<file path="config.mk">
export PLATFORM = sky130hd
export DESIGN_NAME = mem_port_arbiter
export DESIGN_NICKNAME = d
export VERILOG_FILES = /design/src/rtl/mem_arb_pkg.sv /design/src/rtl/mem_port_arbiter_rr_pick2.sv /design/src/rtl/mem_port_arbiter.sv
export SDC_FILE = /design/constraint.sdc
export NUM_CORES = 1
export LEC_CHECK = 0
export ABC_CLOCK_PERIOD_IN_PS = 1950
export BUFFER_PORTS_ARGS = -buffer_cell sky130_fd_sc_hd__buf_2
export CAP_MARGIN = 20
export CORE_AREA = 3 3 231 233
export CTS_CLUSTER_DIAMETER = 80
export DETAILED_ROUTE_END_ITERATION = 6
export DIE_AREA = 0 0 234 236
export GPL_TIMING_DRIVEN = 0
export PLACE_DENSITY = 0.56
export RECOVER_POWER = 25
export SYNTH_ARGS = -nofsm -noshare
export SYNTH_HDL_FRONTEND = slang
export SYNTH_SLANG_ARGS = --single-unit
</file>
<file path="constraint.sdc">
create_clock -name clk -period 1.95 [get_ports clk]
set_input_delay 0.195 -clock clk [delete_from_list [all_inputs] [get_ports clk]]
set_output_delay 0.195 -clock clk [all_outputs]
set_load 0.05 [all_outputs]
</file>
<file path="src/rtl/mem_arb_pkg.sv">
// Shared constants for the memory-port arbiter and its neighbours.
// Latency: n/a (package only).
// Backpressure: n/a (package only).
//
// Contents: FSM state encoding, requester port IDs, access-size codes
// (common with memory_controller and main_decoder), the timeout counter
// width and a small command-control struct used on the select path.
package mem_arb_pkg;

   // Sequencer states
   localparam logic [1:0] ST_IDLE  = 2'd0;
   localparam logic [1:0] ST_READ  = 2'd1;
   localparam logic [1:0] ST_WRITE = 2'd2;
   localparam logic [1:0] ST_RESP  = 2'd3;

   // Requester port IDs
   localparam logic PORT_CORE = 1'b0;
   localparam logic PORT_LOAD = 1'b1;

   // Access sizes
   localparam logic [1:0] SIZE_BYTE  = 2'd0;
   localparam logic [1:0] SIZE_HALF  = 2'd1;
   localparam logic [1:0] SIZE_WORD  = 2'd2;
   localparam logic [1:0] SIZE_DWORD = 2'd3;

   // Wide enough for the largest supported TIMEOUT (65535)
   localparam int TMO_CNT_W = 16;

   typedef struct packed {
      logic       we;
      logic [1:0] size;
      logic       uns;
   } cmd_ctl_t;

   // First busy state for a freshly granted command
   function automatic logic [1:0] first_busy_state(input logic we);
      return we ? ST_WRITE : ST_READ;
   endfunction

endpackage

</file>
<file path="src/rtl/mem_port_arbiter_rr_pick2.sv">
// Two-way round-robin pick: chooses one of two level requests.
// Latency: combinational, zero cycles.
// Backpressure: none; caller decides when the pick is consumed.
//
// Ports:
//   i_req0, i_req1  request levels of port 0 / port 1
//   i_last_grant    port that was served most recently
//   o_valid         at least one request present
//   o_owner         selected port (only meaningful when o_valid = 1)
module rr_pick2
   import mem_arb_pkg::*;
(
   input  logic i_req0,
   input  logic i_req1,
   input  logic i_last_grant,
   output logic o_valid,
   output logic o_owner
);

   assign o_valid = i_req0 | i_req1;

   always_comb begin
      o_owner = PORT_CORE;
      if (i_req0 && i_req1) begin
         // Tie: the port that did not win last time goes next
         o_owner = ~i_last_grant;
      end else if (i_req1) begin
         o_owner = PORT_LOAD;
      end
   end

endmodule

</file>
<file path="src/rtl/mem_port_arbiter.sv">
// Arbitrates core (port 0) and loader (port 1) onto the single memory_controller path.
// Latency: gnt+strobe 1 cycle after request; write done at cycle 2, read done 1 cycle after mc_read_done.
// Backpressure: one transaction in flight; a requester holds req/command until its gnt pulse.
//
// Ports:
//   clk, reset_n               clock, synchronous active-low reset
//   m0_* / m1_*                requester ports (req level, command, gnt/done pulses, rdata)
//   mc_re, mc_we, mc_addr,     registered strobes and command toward memory_controller
//   mc_wdata, mc_size, mc_unsigned
//   mc_rdata, mc_read_done     read data and completion from memory_controller
//   timeout_err                pulse alongside done when a read gave up waiting
module mem_port_arbiter
   import mem_arb_pkg::*;
#(
   parameter int ADDR_W  = 64,
   parameter int DATA_W  = 64,
   parameter int TIMEOUT = 255
) (
   input  logic              clk,
   input  logic              reset_n,

   input  logic              m0_req,
   input  logic              m0_we,
   input  logic [ADDR_W-1:0] m0_addr,
   input  logic [DATA_W-1:0] m0_wdata,
   input  logic [1:0]        m0_size,
   input  logic              m0_unsigned,
   output logic              m0_gnt,
   output logic              m0_done,
   output logic [DATA_W-1:0] m0_rdata,

   input  logic              m1_req,
   input  logic              m1_we,
   input  logic [ADDR_W-1:0] m1_addr,
   input  logic [DATA_W-1:0] m1_wdata,
   input  logic [1:0]        m1_size,
   input  logic              m1_unsigned,
   output logic              m1_gnt,
   output logic              m1_done,
   output logic [DATA_W-1:0] m1_rdata,

   output logic              mc_re,
   output logic              mc_we,
   output logic [ADDR_W-1:0] mc_addr,
   output logic [DATA_W-1:0] mc_wdata,
   output logic [1:0]        mc_size,
   output logic              mc_unsigned,
   input  logic [DATA_W-1:0] mc_rdata,
   input  logic              mc_read_done,
   output logic              timeout_err
);

   // Counter value seen in the last READ cycle the memory is allowed
   localparam logic [TMO_CNT_W-1:0] TMO_LAST = TMO_CNT_W'(TIMEOUT - 1);

   logic [1:0]           r_state;
   logic                 r_owner;
   logic                 r_last_grant;
   logic [TMO_CNT_W-1:0] r_cnt;
   logic [1:0]           r_gnt;
   logic [1:0]           r_done;
   logic [DATA_W-1:0]    r_rdata0;
   logic [DATA_W-1:0]    r_rdata1;
   logic                 r_mc_re;
   logic                 r_mc_we;
   logic [ADDR_W-1:0]    r_mc_addr;
   logic [DATA_W-1:0]    r_mc_wdata;
   logic [1:0]           r_mc_size;
   logic                 r_mc_unsigned;
   logic                 r_timeout_err;

   logic                 w_pick_vld;
   logic                 w_pick_owner;
   logic [ADDR_W-1:0]    w_sel_addr;
   logic [DATA_W-1:0]    w_sel_wdata;
   cmd_ctl_t             w_sel_ctl;
   logic                 w_tmo_hit;

   rr_pick2 u_pick (
      .i_req0       (m0_req),
      .i_req1       (m1_req),
      .i_last_grant (r_last_grant),
      .o_valid      (w_pick_vld),
      .o_owner      (w_pick_owner)
   );

   // Command of whichever port the picker selected
   always_comb begin
      w_sel_addr     = m0_addr;
      w_sel_wdata    = m0_wdata;
      w_sel_ctl.we   = m0_we;
      w_sel_ctl.size = m0_size;
      w_sel_ctl.uns  = m0_unsigned;
      if (w_pick_owner == PORT_LOAD) begin
         w_sel_addr     = m1_addr;
         w_sel_wdata    = m1_wdata;
         w_sel_ctl.we   = m1_we;
         w_sel_ctl.size = m1_size;
         w_sel_ctl.uns  = m1_unsigned;
      end
   end

   assign w_tmo_hit = (r_cnt == TMO_LAST);

   always_ff @(posedge clk) begin
      if (!reset_n) begin
         r_state       <= ST_IDLE;
         r_owner       <= PORT_CORE;
         r_last_grant  <= PORT_LOAD;   // so the core wins the first tie
         r_cnt         <= '0;
         r_gnt         <= '0;
         r_done        <= '0;
         r_rdata0      <= '0;
         r_rdata1      <= '0;
         r_mc_re       <= 1'b0;
         r_mc_we       <= 1'b0;
         r_mc_addr     <= '0;
         r_mc_wdata    <= '0;
         r_mc_size     <= '0;
         r_mc_unsigned <= 1'b0;
         r_timeout_err <= 1'b0;
      end else begin
         // Pulse outputs default low; each state raises them for one cycle
         r_gnt         <= '0;
         r_done        <= '0;
         r_timeout_err <= 1'b0;

         case (r_state)
            ST_IDLE: begin
               if (w_pick_vld) begin
                  r_owner             <= w_pick_owner;
                  r_mc_addr           <= w_sel_addr;
                  r_mc_wdata          <= w_sel_wdata;
                  r_mc_size           <= w_sel_ctl.size;
                  r_mc_unsigned       <= w_sel_ctl.uns;
                  r_mc_re             <= ~w_sel_ctl.we;
                  r_mc_we             <= w_sel_ctl.we;
                  r_cnt               <= '0;
                  r_gnt[w_pick_owner] <= 1'b1;
                  r_state             <= first_busy_state(w_sel_ctl.we);
               end
            end

            ST_READ: begin
               r_cnt <= r_cnt + 1'b1;
               // Data arriving in the limit cycle takes priority over the timeout
               if (mc_read_done) begin
                  if (r_owner == PORT_LOAD) begin
                     r_rdata1 <= mc_rdata;
                  end else begin
                     r_rdata0 <= mc_rdata;
                  end
                  r_mc_re        <= 1'b0;
                  r_done[r_owner] <= 1'b1;
                  r_state        <= ST_RESP;
               end else if (w_tmo_hit) begin
                  if (r_owner == PORT_LOAD) begin
                     r_rdata1 <= '0;
                  end else begin
                     r_rdata0 <= '0;
                  end
                  r_mc_re         <= 1'b0;
                  r_done[r_owner] <= 1'b1;
                  r_timeout_err   <= 1'b1;
                  r_state         <= ST_RESP;
               end
            end

            ST_WRITE: begin
               r_mc_we         <= 1'b0;
               r_done[r_owner] <= 1'b1;
               r_state         <= ST_RESP;
            end

            ST_RESP: begin
               r_last_grant <= r_owner;
               r_cnt        <= '0;
               r_state      <= ST_IDLE;
            end

            default: begin
               r_mc_re <= 1'b0;
               r_mc_we <= 1'b0;
               r_state <= ST_IDLE;
            end
         endcase
      end
   end

   assign m0_gnt      = r_gnt[PORT_CORE];
   assign m1_gnt      = r_gnt[PORT_LOAD];
   assign m0_done     = r_done[PORT_CORE];
   assign m1_done     = r_done[PORT_LOAD];
   assign m0_rdata    = r_rdata0;
   assign m1_rdata    = r_rdata1;
   assign mc_re       = r_mc_re;
   assign mc_we       = r_mc_we;
   assign mc_addr     = r_mc_addr;
   assign mc_wdata    = r_mc_wdata;
   assign mc_size     = r_mc_size;
   assign mc_unsigned = r_mc_unsigned;
   assign timeout_err = r_timeout_err;

endmodule

</file>
# Word-level counts from Yosys, hierarchy flattened

Index checks and enable logic that the tools add are counted.

Reduce and logical (&&, ||, !) cells: 17
Muxes and demuxes: 34
$add $sub $neg: 1
Bitwise logic cells: 6
Magnitude comparators: 4
Equal/unequal tests: 6

Operator list:

| operator                                                                     | count |
|---|---|
| 64-bit 2-to-1 mux                                                            | 10 |
| 16-bit case mux with 3 select lines                                          | 1 |
| 16-bit by 1-bit adder with 16-bit output, second input constant              | 1 |
| 16-bit by 8-bit equality test with 1-bit output, second input constant       | 1 |
| 16-bit 2-to-1 mux                                                            | 1 |
| 2-bit 2-to-1 mux                                                             | 6 |
| 3-bit AND reduction                                                          | 4 |
| 1-bit 2-to-1 mux                                                             | 9 |
| 2-bit case mux with 4 select lines                                           | 1 |
| 2-bit AND reduction                                                          | 4 |
| 2-bit nonzero test                                                           | 3 |
| 1-bit inverter                                                               | 5 |
| 2-bit equality test, second input constant                                   | 2 |
| 1-bit by 2-bit less-than comparator with 1-bit output, second input constant | 2 |
| 4-bit 2-to-1 mux                                                             | 1 |
| 1-bit case mux with 2 select lines                                           | 2 |
| 2-bit case mux with 2 select lines                                           | 1 |
| 1-bit logical AND                                                            | 3 |
| 3-bit inequality test, second input constant                                 | 1 |
| 3-bit nonzero test                                                           | 1 |
| 3-bit OR reduction                                                           | 1 |
| 1-bit demux with 1-bit select                                                | 2 |
| 2-bit by 1-bit equality test with 1-bit output, second input constant        | 1 |
| 1-bit >= comparator, second input constant                                   | 2 |
| other kinds (3)                                                              | 3 |

Flip-flop bits (word level): 286
Input port bits: 333

# Logic depth before layout (Yosys ltp)

Gate-level depths: netlist of the first run.

Depth in word-level cells: 7
Mapped depth: 8

# Hierarchy

From an unflattened synthesis of the first run, not the netlist that was laid out.

Cells, all modules: 1,228
Area total of the unflattened synthesis: 12,341.8 um^2

Modules (own cells, without submodules):

| module           | instances | cells each | area each (um^2) | sequential area each (um^2) |
|---|---|---|---|---|
| mem_port_arbiter | 1         | 1,226      | 12,328.1         | 5,725.5 |
| rr_pick2         | 1         | 2          | 13.8             | 0.0 |

# Least setup slack after synthesis of the first run

OpenSTA, ideal clock, no wires.

Kind: register to register
From: register r_state[0]
To: register r_cnt[14]
Cell stages (with the launch flop): 8
Setup slack: -142 ps
Period minus slack after synthesis: 2,092 ps
Arrival: 2,022 ps
Setup time: 70 ps
Path buffers: 1
Data required time: 1,880 ps
Path through: dfxtp_1 -> inv_1 -> ha_1 -> nor3b_1 -> clkbuf_1 -> or3_1 -> or4_1 -> a21oi_1

Word-level cells in the longest chain between the ends: 3
Elaborated cells on any way between the ends: 7
Those cells by class: eq/ne: 3; mux: 1; reduce/logical: 3

Ends and longest elaborated chain:

| what                                                                                                           | RTL line                | text |
|---|---|---|
| start: declaration                                                                                             | mem_port_arbiter.sv:56  | `logic [1:0] r_state;` |
| start signal: assignment                                                                                       | mem_port_arbiter.sv:140 | `r_state <= first_busy_state(w_sel_ctl.we);` |
| 2-bit by 1-bit equality test with 1-bit output, or another cell as far along                                   | mem_port_arbiter.sv:128 | `case (r_state)` |
| 3-bit nonzero test (no source line) / 2-bit by 1-bit inequality test with 1-bit output (equally long branches) | --                      |  |
| 2-bit AND reduction (no source line)                                                                           | --                      |  |
| end signal: assignment                                                                                         | mem_port_arbiter.sv:145 | `r_cnt <= r_cnt + 1'b1;` |
| end: declaration                                                                                               | mem_port_arbiter.sv:59  | `logic [TMO_CNT_W-1:0] r_cnt;` |

Parallel ways exist; a longest one is shown, timed or not.
A chain may end at the register's enable or synchronous reset.

# Final worst setup path of the first run

From: register r_state[1]
To: register r_cnt[8]

The elaborated chain is that of the path after synthesis.

==> metrics.md, run 1 <==
| Metric | Value |
|---|---|
| Result of the run | `complete, no violations` |
| Total number of clock tree sinks | `286` |
| Internal power | `between 10 and 15 mW` |
| Vias per cell | `around 4.5` |
| Clock network fraction of design power | `a little over a quarter` |
| Inst Count DP | `between 2,000 and 3,000` |
| Overflow after GRT | `0` |
| CP arrival | `around 2400 ps` |
| Half-perimeter wire length after placement | `42,510 um` |
| Number of global-route vias before repair | `around 12,000` |
| Cell Pwr Density | `~1400 mW/mm^2` |
| Min-Delay Path Class | `primary input to register` |
| Critical path class | `register to register` |
| Number of instances in the synthesized netlist | `1,229` |
| Average wire per cell in the routed design | `~20 um` |
| Sw Pwr | `between 10 and 15 mW` |
| FMAX | `513.7 MHz` |
| Number of nets at the end of the flow | `~2,300` |
| IR Drop Worst-Case VDD | `about 0.54 mV` |
| Initial antenna violation count | `8` |
| Violation count after the first detailed-route iteration | `445` |
| Warnings, synthesis | `0` |
| Pins over their slew limit | `0` |
| Final count of hold timing violations | `0` |
| Maximum fanout encountered on the critical timing path | `10` |
| Final clock skew | `slightly below 9 ps` |
| Synth Cell Area | `~0.012 mm^2` |
| Number of inserted filler cells in the final layout | `between 5,000 and 6,000` |
| Count of vias placed by the detailed router | `12,140` |
| I/O Buffers | `approximately 600` |
| Largest net degree at the start of global routing | `13` |
| Final count of negative-setup-slack endpoints | `0` |
| Switching part of the total power | `between 40 and 50%` |
| DRC violations left | `0` |
| Clock slew seen by the registers of the worst setup and hold paths | `approximately 60 ps` |
| Kind of end point of the critical path | `register` |
| Slew HR | `approximately half` |
| Area overhead of the layout relative to synthesis | `54.43%` |
| CTS Root Cell | `sky130_fd_sc_hd__clkbuf_16` |
| Max capacitance violation total | `0` |
| Die outline width | `234 um` |
| Clock tree from TritonCTS | `yes` |
| RSZ-0062 raised after global routing | `yes` |
| Share of layout cells above drive strength 1 | `about a third` |
| Critical path startpoint category | `register` |
| Tightest hold margin | `between 30 and 40 ps` |
| Area enclosed by the die boundary | `approximately 0.055 mm^2` |
| Post-layout instance count excluding filler cells | `around 2,700` |
| Time the final worst path needs with I/O delays and setup | `1946 ps` |
| Final wirelength | `approximately 53,000 um` |
| Die Y | `between 200 and 250 um` |
| DR pass1 iterations | `5` |
| Starting density of the core | `a little under a quarter` |
| Site Rows | `83` |
| Slack of the worst reg-to-reg path | `around 3.5 ps` |
| Post-route antenna net violation count | `0` |
| CTS HTree Levels | `2` |
| Fraction of power consumed by sequential logic | `between 30% and 40%` |
| Transition time at the pin with the least slew margin | `about 750 ps` |
| Period utilization | `99.82%` |
| Register bit total from synthesis | `286` |
| Synth async-reset ratio | `0%` |
| Syn avg cell area | `slightly below 10 um^2` |
| Combinational power share | `about 43%` |
| GR Util All Layers | `roughly 18%` |
| Core area | `between 0.05 and 0.06 mm^2` |
| Net Count, Synth | `around 1,600` |
| Number of synthesized flops with an enable pin | `0` |
| Num CTS Buffers | `37` |
| Synth Flop Type | `sky130_fd_sc_hd__dfxtp_1` |
| Reported leakage power | `roughly 8.6 nW` |
| Placer Congestion | `0.9055` |
| Source-to-sink clock delay at the later pin of the worst-skew pair | `approximately 530 ps` |
| Maximum clock path buffer count | `3` |
| Sequential share of the synthesized area | `48.08%` |
| Critical Path RT | `approximately 2400 ps` |
| Wire length of the first global-routing pass | `approximately 76,000 um` |
| Ports placed on the boundary | `about 600` |
| Post-synth cell types | `47` |
## per-layer routing
layer	global-route usage, %	part of all wire, %	vias to the layer above
met3	4.565	7.2	104
met4	8.848	5.1	2
li1	-	-	5884
met2	32.55	50	486
met1	19.72	38	5668
met5	0	0.024	-
## cell usage in the layout, fill, tap and decap left out, drive strengths merged, types with 2 or more instances in the layout
master         n
nor2b          2
dlygate4sd3  103
nand2        139
nand2b         6
nand4          4
ha             6
or4            3
bufinv         3
clkbuf       232
buf          541
o31ai          3
clkinvlp       3
inv           12
a211oi       133
mux2i        264
nor4           3
dfxtp        286
or3            7
a21oi          8
xor2           3
diode          4
nor2         145
xnor2          4
nand3         67
nor3           4
clkinv         7
o21ai         10
## stage by stage
stage               power [mW]  setup WS, ps  utilization [%]  area [um^2]  TNS (ps)
finish                   25.24         3.506            35.78        18390         0
CTS                      25.42        -2.392            35.53        18260    -2.392
floorplan                14.83        -18.42                -        11950    -20.12
global route             26.44        -82.06            35.77        18390     -3599
global placement         17.97        -711.8            30.71        15790   -101910
detailed placement       18.11        -787.9            30.71        15790   -111610
## logic make-up after synthesis
kind of cell    synth area share (%)
fa+ha+maj                     0.6304
simple gates                   13.99
compound gates                 9.950
buf+inv                        4.549
xor+xnor                      0.5148
flops                          48.08
mux                            22.28
## final timing paths
check	from	endpoint	cells after the start
max reg2reg	r_state[1]	r_cnt[8]	8
min	m0_wdata[62]	mc_wdata[62]	3
min reg2reg	m0_rdata[16]	m0_rdata[16]	2
max	r_state[1]	r_cnt[8]	8
## power by group through the flow
stage / logic, mW / clock network (mW) / registers [mW]
5_1_grt: 11.5 / 7.18 / 7.77
6_report: 10.9 / 6.75 / 7.64
2_1_floorplan: 3.38 / 0 / 11.4
3_3_place_gp: 10.3 / 0 / 7.69
3_5_place_dp: 10.4 / 0 / 7.73
4_1_cts: 10.9 / 6.94 / 7.62
## synth_stat cells, types with 2 or more instances
cell type	instances	area (um^2)
sky130_fd_sc_hd__dfxtp_1	286	5725
sky130_fd_sc_hd__mux2i_1	264	2643
sky130_fd_sc_hd__nor2_1	145	544.3
sky130_fd_sc_hd__nand2_1	139	521.8
sky130_fd_sc_hd__a211oi_1	133	998.5
sky130_fd_sc_hd__clkbuf_1	71	266.5
sky130_fd_sc_hd__nand3_1	67	335.3
sky130_fd_sc_hd__buf_6	13	146.4
sky130_fd_sc_hd__buf_1	10	37.54
sky130_fd_sc_hd__buf_2	10	50.05
sky130_fd_sc_hd__o21ai_0	9	45.04
sky130_fd_sc_hd__a21oi_1	8	40.04
sky130_fd_sc_hd__inv_1	8	30.03
sky130_fd_sc_hd__or3_1	7	43.79
sky130_fd_sc_hd__ha_1	6	75.07
sky130_fd_sc_hd__nand2b_1	6	37.54
sky130_fd_sc_hd__nand4_1	4	25.02
sky130_fd_sc_hd__nor3_1	4	20.02
sky130_fd_sc_hd__xnor2_1	4	35.03
sky130_fd_sc_hd__o31ai_1	3	22.52
sky130_fd_sc_hd__xor2_1	3	26.28
sky130_fd_sc_hd__nor2b_1	2	12.51
sky130_fd_sc_hd__nor4_1	2	12.51
sky130_fd_sc_hd__or4_1	2	15.01
## worst max-delay path, cell delays in order, from the launching register on
cell and delay [ps]:
sky130_fd_sc_hd__dfxtp_4 360, sky130_fd_sc_hd__inv_2 50, sky130_fd_sc_hd__ha_4 150, sky130_fd_sc_hd__nor3b_4 150, sky130_fd_sc_hd__clkbuf_4 140, sky130_fd_sc_hd__buf_4 140, sky130_fd_sc_hd__o31ai_2 420, sky130_fd_sc_hd__clkbuf_2 330
sky130_fd_sc_hd__nor2_1 80
## final cells by class
type | count | area, um^2 | share of cell area [%]
multi-input combinational | 829 | 5832 | 31.71
clock buffer | 46 | 1020 | 5.545
tap | 680 | 850.8 | 4.626
clock inverter | 16 | 178.9 | 0.9729
sequential | 286 | 5736 | 31.19
buffer | 104 | 628.1 | 3.415
inverter | 9 | 33.78 | 0.1837
antenna | 4 | 10.01 | 0.05443
timing repair buffer | 726 | 4103 | 22.31
## what timing repair did
| action | 4_1_cts | 5_1_grt |
|---|---|---|
| gates resized for setup | 69 | 43 |
| endpoints found under the setup margin | 271 | 209 |
| pin swaps | 5 | 3 |
| gates cloned | 0 | 1 |
| buffers inserted | 14 | 11 |
| hold endpoints to repair | 135 | 0 |
| hold buffers | 103 | 0 |
## state kept, by name, indices dropped and copies added, names as in the netlist
register / count
mc_size: 2
timeout_err: 1
m1_rdata: 64
r_owner: 1
m0_rdata: 64
r_cnt: 16
mc_addr: 64
r_done: 2
r_state: 2
mc_wdata: 64
mc_unsigned: 1
mc_re: 1
mc_we: 1
r_last_grant: 1
r_gnt: 2
Power figures use the tool's default switching activity.
==> inputs of run 2 (changes only) <==
--- a/config.mk
+++ b/config.mk
@@ -8,11 +8,12 @@
 export ABC_CLOCK_PERIOD_IN_PS = 1950
 export BUFFER_PORTS_ARGS = -buffer_cell sky130_fd_sc_hd__buf_2
 export CAP_MARGIN = 20
-export CORE_AREA = 3 3 231 233
+export CORE_AREA = 2 2 230 232
 export CTS_CLUSTER_DIAMETER = 80
 export DETAILED_ROUTE_END_ITERATION = 6
-export DIE_AREA = 0 0 234 236
+export DIE_AREA = 0 0 232 234
 export GPL_TIMING_DRIVEN = 0
+export HOLD_SLACK_MARGIN = 0.08
 export PLACE_DENSITY = 0.56
 export RECOVER_POWER = 25
 export SYNTH_ARGS = -nofsm -noshare
==> metrics.md, run 2 (synthesis gave the netlist of run 1 again) <==
| Metric | Value |
|---|---|
| Post-route antenna net violation count | `0 (unchanged)` |
| IR Drop Worst-Case VDD | `0.5608 mV (was 0.5434 mV)` |
| Core area | `0.05202 mm^2 (was 0.05141 mm^2)` |
| Starting density of the core | `22.89% (was 23.17%)` |
| Largest net degree at the start of global routing | `13 (unchanged)` |
| Ordered cell list for the critical path | `or4_4, nor4_4, buf_6, o211ai_1, buf_6, buf_12, mux2i_1 (was inv_2, ha_4, nor3b_4, clkbuf_4, buf_4, o31ai_2, clkbuf_2, nor2_1)` |
| CP Launch Point | `r_cnt[8] (was r_state[1])` |
| Vias per cell | `4.528 (was 4.498)` |
| Switching part of the total power | `44.21% (was 44.18%)` |
| FMAX | `507.9 MHz (was 513.7 MHz)` |
| Min-Delay Path Class | `primary input to register (unchanged)` |
| Time the final worst path needs with I/O delays and setup | `1969 ps (was 1946 ps)` |
| Post-layout worst setup margin | `-18.72 ps (was 3.506 ps)` |
| Max capacitance violation total | `0 (unchanged)` |
| Share of layout cells above drive strength 1 | `30.32% (was 32.89%)` |
| Final count of hold timing violations | `0 (unchanged)` |
| Number of logic stages on the critical path including buffering | `7 (was 8)` |
| Slew HR | `45.82% (was 50.28%)` |
| Number of buffers and inverters on the critical path | `3 (was 4)` |
| Delay of the slowest cell on the worst path | `530 ps (was 420 ps)` |
| Ports placed on the boundary | `599 (unchanged)` |
| Power consumption | `25.39 mW (was 25.24 mW)` |
| DRC violations left | `0 (unchanged)` |
| Area enclosed by the die boundary | `0.05429 mm^2 (was 0.05522 mm^2)` |
| Source-to-sink clock delay at the later pin of the worst-skew pair | `530 ps (about the same)` |
| Half-perimeter wire length after placement | `41,620 um (was 42,510 um)` |
| Most common cell after layout, fill and taps aside | `sky130_fd_sc_hd__buf_2 (unchanged)` |
| Die outline width | `232 um (was 234 um)` |
| Count of vias placed by the detailed router | `12,890 (was 12,140)` |
| Maximum clock path buffer count | `3 (unchanged)` |
| Pins over their slew limit | `0 (unchanged)` |
| I/O Buffers | `597 (unchanged)` |
| Clock network fraction of design power | `26.7% (about the same)` |
| Fraction of power consumed by sequential logic | `30.0% (was 30.3%)` |
| Placer Congestion | `0.9061 (was 0.9055)` |
| Maximum fanout encountered on the critical timing path | `5 (was 10)` |
| Number of global-route vias before repair | `13,070 (was 12,310)` |
| Area overhead of the layout relative to synthesis | `66.80% (was 54.43%)` |
| Combinational power share | `43.3% (was 43.0%)` |
| Internal power | `14.17 mW (was 14.09 mW)` |
| CTS HTree Levels | `2 (unchanged)` |
| Failing checks | `setup timing` |
| Kind of end point of the critical path | `register (unchanged)` |
| Most numerous cell on the critical path | `sky130_fd_sc_hd__buf_6` |
| Site Rows | `84 (was 83)` |
| Capture point of the critical path | `m1_rdata[8] (was r_cnt[8])` |
| Library cell contributing the largest single delay on the critical path | `sky130_fd_sc_hd__or4_4 (was sky130_fd_sc_hd__o31ai_2)` |
| Violation count after the first detailed-route iteration | `499 (was 445)` |
| CP arrival | `2410 ps (was 2350 ps)` |
| Met2 routing resource usage after global routing | `34.36% (was 32.55%)` |
| Post-route design area | `0.01986 mm^2 (was 0.01839 mm^2)` |
| Transition time at the pin with the least slew margin | `812.7 ps (was 745.9 ps)` |
| Num CTS Buffers | `37 (unchanged)` |
| Reg-to-reg critical path endpoint | `m1_rdata[8] (was r_cnt[8])` |
| DR pass1 iterations | `5 (unchanged)` |
| Average wire per cell in the routed design | `19.70 um (was 19.69 um)` |
| Cell Pwr Density | `1278 mW/mm^2 (was 1372 mW/mm^2)` |
| Initial antenna violation count | `4 (was 8)` |
| RSZ-0062 raised after global routing | `yes (unchanged)` |
| Cells on worst reg2reg path | `7 (was 8)` |
| Period utilization | `101.0% (was 99.82%)` |
| Global-route track usage on met1 | `20.60% (was 19.72%)` |
| Result of the run | `complete, but fails checks (was complete, no violations)` |
| Slack of the worst reg-to-reg path | `-20 ps (was 4 ps)` |
| Commonest non-fill, non-tap cells in the layout | `sky130_fd_sc_hd__buf_2 (490), sky130_fd_sc_hd__dfxtp_1 (280), sky130_fd_sc_hd__mux2i_1 (253) (was sky130_fd_sc_hd__buf_2 (494), sky130_fd_sc_hd__dfxtp_1 (280), sky130_fd_sc_hd__mux2i_1 (247))` |
| Final clock skew | `16.56 ps (was 8.731 ps)` |
| Critical path startpoint category | `register (unchanged)` |
| Crit Reg-Reg Startpoint | `r_cnt[8] (was r_state[1])` |
| Wire length of the first global-routing pass | `78,740 um (was 75,660 um)` |
| Number of nets at the end of the flow | `2,475 (was 2,332)` |
| Placement Setup Slack | `-857.2 ps (was -787.9 ps)` |
| Clock tree from TritonCTS | `yes (unchanged)` |
| Clock slew seen by the registers of the worst setup and hold paths | `60 ps (about the same)` |
| Die Y | `234 um (was 236 um)` |
| Reported leakage power | `9.239 nW (was 8.623 nW)` |
| Overflow after GRT | `0 (unchanged)` |
| Area post-placement | `0.01580 mm^2 (was 0.01579 mm^2)` |
| Met3 routing resource usage after global routing | `4.681% (was 4.565%)` |
| Critical Path RT | `2390 ps (was 2350 ps)` |
| Final wirelength | `56,090 um (was 53,160 um)` |
| Total number of clock tree sinks | `286 (unchanged)` |
| Sw Pwr | `11.23 mW (was 11.15 mW)` |
| Final count of negative-setup-slack endpoints | `4 (was 0)` |
| Gate family responsible for the most delay along the worst path | `simple AND/OR/NAND/NOR gates (was buffers and inverters)` |
| GR Util All Layers | `19.24% (was 18.16%)` |
| CTS Root Cell | `sky130_fd_sc_hd__clkbuf_16 (unchanged)` |
| Busiest grt layer | `met2 (unchanged)` |
| Critical path class | `register to register (unchanged)` |
==> run 2: power by group through the flow <==
stage,Clock (mW),Sequential [mW],Combinational (mW)
floorplan,0,11.4,3.38
detailed placement,0,7.71,10.4
global placement,0,7.66,10.3
CTS,6.98,7.59,11.1
finish,6.77,7.63,11.0
global route,7.18,7.75,11.6
==> run 2: routing by layer <==
metal | vias to the layer above | part of all wire, %
li1 | 6160 | -
met1 | 6054 | 38
met2 | 552 | 49
met3 | 124 | 6.5
met4 | 0 | 6.0
met5 | - | 0
==> run 2: timing repair <==
action / 4_1_cts / 5_1_grt
endpoints found under the hold margin: 228 / 1
buffers inserted: 11 / 6
setup endpoints to repair: 273 / 206
gates cloned: 0 / 3
pin swaps: 4 / 4
resized for setup: 70 / 54
hold buffers: 250 / 2
==> run 2: worst min-delay path by stage <==
stage                     slack, ps      endpoint  cells after the start         start
after global placement          440  m1_rdata[43]                      2  m1_rdata[43]
after CTS                        80   mc_addr[63]                      3   m1_addr[63]
after floorplan                 380  m0_rdata[63]                      2  mc_rdata[63]
after detailed placement        450  m0_rdata[27]                      2  m0_rdata[27]
final                           100   mc_addr[63]                      3   m1_addr[63]
after global routing             90  mc_wdata[12]                      3  m1_wdata[12]
==> run 2: metrics by stage <==
step | TNS [ps] | instances | utilization, % | hold slack (ps)
floorplan | -20.12 | 1229 | - | 383.0
global placement | -115200 | 2514 | 30.36 | 442.2
detailed placement | -125210 | 2514 | 30.36 | 450.7
CTS | 0 | 2834 | 37.95 | 80.65
global route | -3470 | 2845 | 38.17 | 94.46
finish | -28.98 | 2847 | 38.18 | 104.9
==> run 2: layout make-up <==
cell class	instances	area, um^2
clock inverters	11	158.9
well taps	688	860.8
inverters	9	36.28
clock buffers	49	1031
repair buffers	869	5537
fillers	5182	32160
multi-input cells	829	5838
diodes	2	5.005
plain buffers	104	659.4
flip-flops and latches	286	5738
==> run 2: tightest hold or removal path: cells and delay by family <==
kind            cells  cell delay, ps
buf+inv             1              80
mux                 1              80
compound gates      1             220
==> inputs of run 3 (changes only) <==
--- a/config.mk
+++ b/config.mk
@@ -5,16 +5,16 @@
 export SDC_FILE = /design/constraint.sdc
 export NUM_CORES = 1
 export LEC_CHECK = 0
-export ABC_CLOCK_PERIOD_IN_PS = 1950
+export ABC_CLOCK_PERIOD_IN_PS = 2400
 export BUFFER_PORTS_ARGS = -buffer_cell sky130_fd_sc_hd__buf_2
 export CAP_MARGIN = 20
-export CORE_AREA = 2 2 230 232
+export CORE_AREA = 2 2 235 237
 export CTS_CLUSTER_DIAMETER = 80
 export DETAILED_ROUTE_END_ITERATION = 6
-export DIE_AREA = 0 0 232 234
+export DIE_AREA = 0 0 237 239
 export GPL_TIMING_DRIVEN = 0
 export HOLD_SLACK_MARGIN = 0.08
-export PLACE_DENSITY = 0.56
+export PLACE_DENSITY = 0.53
 export RECOVER_POWER = 25
 export SYNTH_ARGS = -nofsm -noshare
 export SYNTH_HDL_FRONTEND = slang
==> constraint.sdc (replaced) <==
create_clock -name clk -period 2.4 [get_ports clk]
set_input_delay 0.24 -clock clk [delete_from_list [all_inputs] [get_ports clk]]
set_output_delay 0.24 -clock clk [all_outputs]
set_load 0.05 [all_outputs]
==> metrics.md, run 3 (synthesis gave the netlist of run 1 again) <==
| Metric | Value |
|---|---|
| Result of the run | `complete, no violations (was complete, but fails checks)` |
| CP Launch Point | `r_cnt[8] (unchanged)` |
| Vias per cell | `4.447 (was 4.528)` |
| Worst Hold Launch | `m0_addr[44] (was m1_addr[63])` |
| Share of layout cells above drive strength 1 | `26.80% (was 30.32%)` |
| Commonest non-fill, non-tap cells in the layout | `sky130_fd_sc_hd__buf_2 (472), sky130_fd_sc_hd__dfxtp_1 (286), sky130_fd_sc_hd__mux2i_1 (264) (was sky130_fd_sc_hd__buf_2 (490), sky130_fd_sc_hd__dfxtp_1 (280), sky130_fd_sc_hd__mux2i_1 (253))` |
| Pins over their slew limit | `0 (unchanged)` |
| Critical path startpoint category | `register (unchanged)` |
| Average wire per cell in the routed design | `19.06 um (was 19.70 um)` |
| Slew HR | `39.69% (was 45.82%)` |
| Power consumption | `20.20 mW (was 25.39 mW)` |
| Post-layout worst setup margin | `132.0 ps (was -18.72 ps)` |
| Final count of negative-setup-slack endpoints | `0 (was 4)` |
| Delay of the slowest cell on the worst path | `540 ps (was 530 ps)` |
| Area overhead of the layout relative to synthesis | `60.34% (was 66.80%)` |
| CTS HTree Levels | `2 (unchanged)` |
| Post-route antenna net violation count | `0 (unchanged)` |
| Max capacitance violation total | `0 (unchanged)` |
| Total number of clock tree sinks | `286 (unchanged)` |
| Library cell contributing the largest single delay on the critical path | `sky130_fd_sc_hd__or4_4 (unchanged)` |
| CP arrival | `2690 ps (was 2410 ps)` |
| Overflow after GRT | `0 (unchanged)` |
| Half-perimeter wire length after placement | `40,950 um (was 41,620 um)` |
| Final count of hold timing violations | `0 (unchanged)` |
| Site Rows | `86 (was 84)` |
| RSZ-0062 raised after global routing | `no (was yes)` |
| Ordered cell list for the critical path | `or4_4, nor4_4, a2bb2oi_1, mux2_2 (was or4_4, nor4_4, buf_6, o211ai_1, buf_6, buf_12, mux2i_1)` |
| Core area | `0.05434 mm^2 (was 0.05202 mm^2)` |
| Most common cell after layout, fill and taps aside | `sky130_fd_sc_hd__buf_2 (unchanged)` |
| Post-route design area | `0.01909 mm^2 (was 0.01986 mm^2)` |
| Number of global-route vias before repair | `12,950 (was 13,070)` |
| Ports placed on the boundary | `599 (unchanged)` |
| Clock slew seen by the registers of the worst setup and hold paths | `50 ps (was 60 ps)` |
| Area enclosed by the die boundary | `0.05664 mm^2 (was 0.05429 mm^2)` |
| Clock tree from TritonCTS | `yes (unchanged)` |
| Gate family responsible for the most delay along the worst path | `simple AND/OR/NAND/NOR gates (unchanged)` |
| Kind of end point of the critical path | `register (unchanged)` |
| Violation count after the first detailed-route iteration | `513 (was 499)` |
| Min-Delay Path Class | `primary input to register (unchanged)` |
| Period utilization | `94.50% (was 101.0%)` |
| DRC violations left | `0 (unchanged)` |
| Die outline width | `237 um (was 232 um)` |
| Worst hold path cell count | `3 (unchanged)` |
| Time the final worst path needs with I/O delays and setup | `2268 ps (was 1969 ps)` |
| IR Drop Worst-Case VDD | `0.5131 mV (was 0.5608 mV)` |
| Number of nets at the end of the flow | `2,427 (was 2,475)` |
| Reported leakage power | `8.792 nW (was 9.239 nW)` |
| Critical Path RT | `2820 ps (was 2390 ps)` |
| Placement Setup Slack | `-709.7 ps (was -857.2 ps)` |
| Source-to-sink clock delay at the later pin of the worst-skew pair | `540 ps (was 530 ps)` |
| Number of logic stages on the critical path including buffering | `4 (was 7)` |
| Number of buffers and inverters on the critical path | `0 (was 3)` |
| Cell Pwr Density | `1058 mW/mm^2 (was 1278 mW/mm^2)` |
| Starting density of the core | `21.92% (was 22.89%)` |
| Num CTS Buffers | `35 (was 37)` |
| FMAX | `440.9 MHz (was 507.9 MHz)` |
| CTS Root Cell | `sky130_fd_sc_hd__clkbuf_16 (unchanged)` |
| I/O Buffers | `597 (unchanged)` |
| Post-CTS setup buffers | `0 (was 11)` |
| Final clock skew | `13.28 ps (was 16.56 ps)` |
| Final wirelength | `53,690 um (was 56,090 um)` |
| Initial antenna violation count | `3 (was 4)` |
| Number of inserted filler cells in the final layout | `5,565 (was 5,182)` |
| Crit Reg-Reg Startpoint | `r_cnt[8] (unchanged)` |
| Placer Congestion | `0.8866 (was 0.9061)` |
| Transition time at the pin with the least slew margin | `904.7 ps (was 812.7 ps)` |
| Cells on worst reg2reg path | `4 (was 7)` |
| Die Y | `239 um (was 234 um)` |
| Final-layout setup total negative slack | `0 ps (was -28.98 ps)` |
| Maximum fanout encountered on the critical timing path | `6 (was 5)` |
| Area post-placement | `0.01578 mm^2 (was 0.01580 mm^2)` |
| Wire length of the first global-routing pass | `77,600 um (was 78,740 um)` |
| GR Util All Layers | `18.01% (was 19.24%)` |
| DR pass1 iterations | `5 (unchanged)` |
| Count of vias placed by the detailed router | `12,530 (was 12,890)` |
| Largest net degree at the start of global routing | `13 (unchanged)` |
| Final core utilization | `35.14% (was 38.18%)` |
| Maximum clock path buffer count | `3 (unchanged)` |
| Critical path class | `register to register (unchanged)` |
==> run 3: changes by cell type in the layout (fill, tap and decap cells not counted), moves of 4 or more <==
| cell | before | now |
|---|---|---|
| sky130_fd_sc_hd__buf_1 | 0 | 7 |
| sky130_fd_sc_hd__buf_12 | 5 | 0 |
| sky130_fd_sc_hd__buf_2 | 490 | 472 |
| sky130_fd_sc_hd__buf_4 | 20 | 1 |
| sky130_fd_sc_hd__clkbuf_1 | 171 | 200 |
| sky130_fd_sc_hd__clkbuf_2 | 19 | 12 |
| sky130_fd_sc_hd__dfxtp_1 | 280 | 286 |
| sky130_fd_sc_hd__dfxtp_2 | 4 | 0 |
| sky130_fd_sc_hd__dlygate4sd3_1 | 252 | 225 |
| sky130_fd_sc_hd__mux2i_1 | 253 | 264 |
| sky130_fd_sc_hd__mux2i_2 | 9 | 0 |
==> run 3: timing repair <==
| item | in CTS | in global routing |
|---|---|---|
| gates resized for setup | 18 | 14 |
| hold buffers | 225 | 0 |
| endpoints found under the hold margin | 214 | 0 |
| setup endpoints to repair | 145 | 147 |
| cloned | 0 | 0 |
==> run 3: area by class of cell <==
class | count | area, um^2 | share of cell area [%]
diodes | 1 | 2.502 | 0.01311
plain buffers | 105 | 538.0 | 2.818
clock buffers | 49 | 1020 | 5.340
clock inverters | 12 | 163.9 | 0.8584
inverters | 9 | 33.78 | 0.1769
multi-input cells | 829 | 5663 | 29.66
flip-flops and latches | 286 | 5725 | 29.98
well taps | 704 | 880.8 | 4.613
repair buffers | 822 | 5067 | 26.54
==> run 3: path summary, 6_finish.rpt <==
| check | endpoint | slack, ps |
|---|---|---|
| max | r_state[1] | 130 |
| min | mc_addr[44] | 110 |
| max reg2reg | r_state[1] | 130 |
| min reg2reg | m0_rdata[1] | 460 |
==> run 3: metrics by stage <==
stage	hold WS, ps	cells
after floorplan	428.0	1229
after global placement	441.2	2530
after detailed placement	447.9	2530
after CTS	80.50	2816
after global routing	83.35	2817
final	105.5	2817
==> run 3: where the power goes <==
group | total [mW] | leakage, nW | internal, mW | switching, mW
clock network | 5.43 | 0.573 | 3.30 | 2.13
registers | 6.21 | 2.34 | 5.69 | 0.517
logic | 8.57 | 5.88 | 2.23 | 6.34
==> run 3: layer usage <==
| layer | GRT usage [%] | up-vias | part of all wire, % |
|---|---|---|---|
| met4 | 7.998 | 4 | 4.1 |
| met5 | 0 | - | 0.050 |
| met3 | 4.700 | 107 | 6.5 |
| met1 | 19.70 | 5844 | 39 |
| li1 | - | 6059 | - |
| met2 | 32.68 | 513 | 50 |
==> run 3: worst register-to-register path, delay by kind of cell, from the launching register on <==
kind             cells  cell delay (ps)
multiplexers         1              370
AND/OR/NAND/NOR      2             1070
AO/OA/AOI/OAI        1              380
flip-flops           1              340
